==> src/rtl/veerwolf_uart_rx.sv <==
// 8N1 UART receiver for the clk_core domain: two-flop input synchroniser, mid-bit
// sampling FSM and a small show-ahead receive FIFO read with valid/ready.
module veerwolf_uart_rx #(
  parameter int CLK_DIV    = 434,
  parameter int FIFO_DEPTH = 4
) (
  input  logic       clk_core,
  input  logic       rst_core,
  input  logic       i_uart_rx,
  output logic [7:0] o_data,
  output logic       o_valid,
  input  logic       i_ready,
  output logic       o_frame_err,
  output logic       o_overrun,
  output logic       o_busy
);

  localparam int CNT_W = $clog2(CLK_DIV);
  localparam int PTR_W = $clog2(FIFO_DEPTH);
  localparam logic [CNT_W-1:0] RELOAD = CNT_W'(CLK_DIV - 1);
  localparam logic [CNT_W-1:0] HALF   = CNT_W'(CLK_DIV / 2 - 1);
  localparam logic [PTR_W:0]   FULL_CNT = (PTR_W + 1)'(FIFO_DEPTH);

  typedef enum logic [2:0] {S_IDLE, S_START, S_DATA, S_STOP, S_BREAK} state_t;

  state_t           state;
  logic             rx_p0, rx_s;
  logic [CNT_W-1:0] cnt;
  logic [2:0]       bit_idx;
  logic [7:0]       shreg;
  logic             tick, push, pop, full, push_acc;

  logic [7:0]       mem [FIFO_DEPTH];
  logic [PTR_W-1:0] wr_ptr, rd_ptr;
  logic [PTR_W:0]   count;

  // Stage p0/p1: synchronise the asynchronous line; both flops idle high
  always_ff @(posedge clk_core) begin
    if (rst_core) begin
      rx_p0 <= 1'b1;
      rx_s  <= 1'b1;
    end else begin
      rx_p0 <= i_uart_rx;
      rx_s  <= rx_p0;
    end
  end

  assign tick = (cnt == '0);
  assign push = (state == S_STOP) && tick && rx_s;

  // Frame FSM: counter free-runs outside IDLE, reloading after every tick
  always_ff @(posedge clk_core) begin
    if (rst_core) begin
      state       <= S_IDLE;
      cnt         <= '0;
      bit_idx     <= '0;
      o_frame_err <= 1'b0;
      o_busy      <= 1'b0;
    end else begin
      o_frame_err <= 1'b0;
      cnt         <= tick ? RELOAD : cnt - 1'b1;
      case (state)
        S_IDLE: begin
          if (!rx_s) begin
            cnt    <= HALF;
            state  <= S_START;
            o_busy <= 1'b1;
          end
        end
        S_START: begin
          if (tick) begin
            if (!rx_s) begin
              bit_idx <= '0;
              state   <= S_DATA;
            end else begin
              state  <= S_IDLE;
              o_busy <= 1'b0;
            end
          end
        end
        S_DATA: begin
          if (tick) begin
            bit_idx <= bit_idx + 3'd1;
            if (bit_idx == 3'd7) state <= S_STOP;
          end
        end
        S_STOP: begin
          if (tick) begin
            if (rx_s) begin
              state  <= S_IDLE;
              o_busy <= 1'b0;
            end else begin
              o_frame_err <= 1'b1;
              state       <= S_BREAK;
            end
          end
        end
        S_BREAK: begin
          if (rx_s) begin
            state  <= S_IDLE;
            o_busy <= 1'b0;
          end
        end
        default: begin
          state  <= S_IDLE;
          o_busy <= 1'b0;
        end
      endcase
    end
  end

  always_ff @(posedge clk_core) begin
    if (state == S_DATA && tick) shreg <= {rx_s, shreg[7:1]};
  end

  // Receive FIFO: a pop in the same cycle frees the slot a full-FIFO push needs
  assign full     = (count == FULL_CNT);
  assign o_valid  = (count != '0);
  assign pop      = o_valid && i_ready;
  assign push_acc = push && (!full || pop);

  always_ff @(posedge clk_core) begin
    if (rst_core) begin
      wr_ptr    <= '0;
      rd_ptr    <= '0;
      count     <= '0;
      o_overrun <= 1'b0;
    end else begin
      o_overrun <= push && full && !pop;
      if (push_acc) wr_ptr <= wr_ptr + 1'b1;
      if (pop)      rd_ptr <= rd_ptr + 1'b1;
      case ({push_acc, pop})
        2'b10:   count <= count + 1'b1;
        2'b01:   count <= count - 1'b1;
        default: count <= count;
      endcase
    end
  end

  always_ff @(posedge clk_core) begin
    if (push_acc) mem[wr_ptr] <= shreg;
  end

  assign o_data = o_valid ? mem[rd_ptr] : 8'h00;

endmodule
==> config.mk <==
export PLATFORM = sky130hd
export DESIGN_NAME = veerwolf_uart_rx
export DESIGN_NICKNAME = d
export VERILOG_FILES = /design/src/rtl/veerwolf_uart_rx.sv
export SDC_FILE = /design/constraint.sdc
export NUM_CORES = 1
export LEC_CHECK = 0
export CAP_MARGIN = 20
export CELL_PAD_IN_SITES_DETAIL_PLACEMENT = 0
export CELL_PAD_IN_SITES_GLOBAL_PLACEMENT = 1
export CORE_MARGIN = 2
export CORE_UTILIZATION = 44
export CTS_CLUSTER_SIZE = 20
export DETAILED_ROUTE_END_ITERATION = 8
export PLACE_DENSITY = 0.74
export SYNTH_ARGS = -nofsm -noshare
export SYNTH_HDL_FRONTEND = slang
export SYNTH_SLANG_ARGS = --single-unit
export TNS_END_PERCENT = 1
==> constraint.sdc <==
create_clock -name clk_core -period 2.67 [get_ports clk_core]
set_input_delay 0.534 -clock clk_core [delete_from_list [all_inputs] [get_ports clk_core]]
set_output_delay 0.534 -clock clk_core [all_outputs]
set_load 0.005 [all_outputs]
==> impl_metrics.tcl, run 1 <==
set metrics [dict create \
    cts_buffers 9 \
    hold_path_end "rx_s" \
    post-cts-setup-buffers 0 \
    antenna_left 0 \
    cpPeakStageDelay_ns 0.50 \
    placement_rows 29 \
    p_leak_nw 1.16 \
    wl_per_cell_um 14.8 \
    hold_class "flip-flop to flip-flop" \
    hold_depth 1 \
    clock-sinks 69 \
    die-height_um 84.0 \
    final-max-slew-violation-count 0 \
    hold_viol 0 \
    yosysSeqAreaShare_pct 63.2 \
    rsz0062_at_grt "no" \
    synth_seq_cells 69 \
    initial_core_util_pct 44.9 \
    reg2reg_from "cnt[0]" \
    crit_slowest_cell "mux4_2" \
    reg2reg_slack_ns 0.34 \
    cts_hold_buf 0 \
    netlist_instances 207 \
    die_w_um 84.0 \
    worst_slew_pin_slew_ns 0.564 \
    routed_via_density 5.24 \
    clk_path_buf_depth 2 \
    multi_input_area_um2 986 \
    synthToLayoutAreaGrowth_pct 17.8 \
    ys_async_sr_fraction_pct 0 \
    nFillCells 531 \
    maxCapViolations 0 \
    p_per_area_mw_per_mm2 766 \
    grtUsageTotal_pct 14.6 \
    status "finished, final reports clean" \
    ys.flop_type "edfxtp_1" \
    path_clk_slew_ns 0.07 \
    r2r-end "mem[0][1]" \
    synth_edf_count 40 \
    rr_worst_depth 6 \
    critPathLaunchType "flip-flop" \
    root_buffer "clkbuf_8" \
    setup_tns_ns 0 \
    fin_skew_ns 0.0108 \
    cp_num_buf_inv 2 \
    coreArea_mm2 0.00628 \
    gp_congestion 0.735 \
    vdd_drop_max_mv 0.466 \
    cts_tree "built" \
    cts.htree.levels 3 \
    cp_top_family "buffers and inverters" \
    ys_types 36 \
    finalWirelength_um 4710 \
    critPathKind "flip-flop to output port" \
    slew_headroom_pct 62.1 \
    critPathArrivalTime_ns 1.97 \
    setup_viol 0 \
    netlist_area_mm2 0.00282 \
    synth.avg_cell_area_um2 13.6 \
    drtPass1Iterations 4 \
    max_clock_freq_mhz 400 \
    dieArea_mm2 0.00706 \
    grt_first_pass_wirelength_um 8010 \
    crit_chain "buf_4 > mux4_2 > and2_1 > clkdlybuf4s50_1" \
    crit_fanout 8 \
    dp.final_hpwl_um 3300 \
    hold_start "rx_p0" \
    nNetsFinal 248 \
    synth_nets 219 \
    ios 16 \
    layout-drive-gt1-share_pct 17.8 \
    cp.required_ns 2.14 \
    cts_resized 0 \
    diodes 0 \
    post-route-min-period_ns 2.50 \
    route.vias.total 1666 \
    io_buffer_count 15 \
    seq_area_mm2 0.00178 \
    synth_warnings 0 \
    first_iter_violations 120 \
    grt-ovfl-total 0 \
    period_share_pct 93.7 \
    clk_latency_ns 0.34 \
    antenna_found_initial 0 \
    route.detailed.drc 0 \
    endpoint_kind "output port" \
    grt_max_degree 14 \
    holdWs_ns 0.417 \
    grt_pass1_vias 1652 \
]
[report_power, final]
part           internal, W  switching [W]
registers          0.00117      0.0000789
logic             0.000216       0.000234
clock network     0.000434       0.000404
[per-layer routing]
layer  GRT usage [%]  share of wire (%)
met1            18.9                 47
met4            8.21                2.4
met3            2.97                3.1
met2            22.9                 47
met5               0                  0
[Yosys cell counts, types with 5 or more instances]
cell type | n | area, um^2
nor2_1 | 16 | 60.1
a21oi_1 | 10 | 50.1
and2_1 | 12 | 75.1
clkbuf_1 | 7 | 26.3
xor2_1 | 5 | 43.8
dfxtp_1 | 29 | 581
ha_1 | 7 | 87.6
nand2_1 | 8 | 30.0
mux4_2 | 8 | 180
nor3_1 | 7 | 35.0
edfxtp_1 | 40 | 1200
inv_1 | 7 | 26.3
[cell usage in the layout (no fill, tap or decap), types with 2 or more instances in the layout]
cell type	synthesis	layout
edfxtp_1	40	40
dfxtp_1	29	29
nor2_1	16	16
clkdlybuf4s50_1	0	15
and2_1	12	12
buf_4	0	11
a21oi_1	10	10
clkbuf_8	0	9
mux4_2	8	8
nand2_1	8	8
inv_1	7	7
nor3_1	7	7
ha_1	7	7
xor2_1	5	5
o31ai_1	4	4
a31oi_1	4	4
nand2b_1	4	4
mux2i_1	4	4
nor4_1	4	3
xnor2_1	3	3
a311oi_1	3	3
or3_1	2	2
nor4b_1	2	2
and4b_1	2	2
nand3_1	2	2
or2_2	2	2
o21ai_0	2	2
nor2b_1	2	2
mux2_2	2	2
inv_6	0	2
[registers in the layout, summed over array words and instances, names as in the netlist, 2 cells and up, named ones only]
signal   cells
mem         32
shreg        8
rd_ptr       2
cnt          9
count        3
state        3
wr_ptr       2
bit_idx      3
[metrics by stage]
| stage | std cells | worst slack, ns | total power, W | instance area [um^2] | util [%] |
|---|---|---|---|---|---|
| floorplan | 207 | 0.0684 | 0.00156 | 2820 | - |
| global placement | 302 | 0.237 | 0.00173 | 3120 | 49.8 |
| detailed placement | 302 | 0.147 | 0.00172 | 3120 | 49.8 |
| CTS | 318 | 0.147 | 0.00256 | 3320 | 52.9 |
| global route | 318 | 0.0531 | 0.00266 | 3320 | 52.9 |
| finish | 318 | 0.168 | 0.00254 | 3320 | 52.9 |
[area by class of cell]
type,count,area share [%]
Sequential cell,69,53.7
Multi-Input combinational cell,123,29.7
Timing Repair Buffer,26,7.01
Clock buffer,9,3.73
Tap cell,77,2.90
Clock inverter,7,2.19
Inverter,7,0.792
[how the worst max path moves through the flow]
stage	slack [ns]	from	to	depth (start not counted)
after global routing	0.05	flip-flop	o_data[0]	4
final	0.17	flip-flop	o_data[5]	4
after CTS	0.15	flip-flop	o_data[5]	4
after floorplan	0.07	cnt[0]	bit_idx[0]	6
after detailed placement	0.15	i_ready	count[2]	8
after global placement	0.24	i_ready	count[2]	8
[cell families after synthesis]
| group | count (synthesis) | synth area share, % |
|---|---|---|
| flops | 69 | 63.2 |
| mux | 14 | 8.61 |
| fa+ha+maj | 8 | 3.82 |
| buf+inv | 15 | 2.00 |
| compound gates | 27 | 6.22 |
| xor+xnor | 8 | 2.49 |
| simple gates | 66 | 13.6 |
Note: power is estimated with default switching activity, not from simulation.
==> run 2, diff against run 1 <==
HOLD_SLACK_MARGIN = 0.15   (was default)
==> results of run 2 <==
Same layout as run 1: the final DEF is identical, and so are final timing and power.
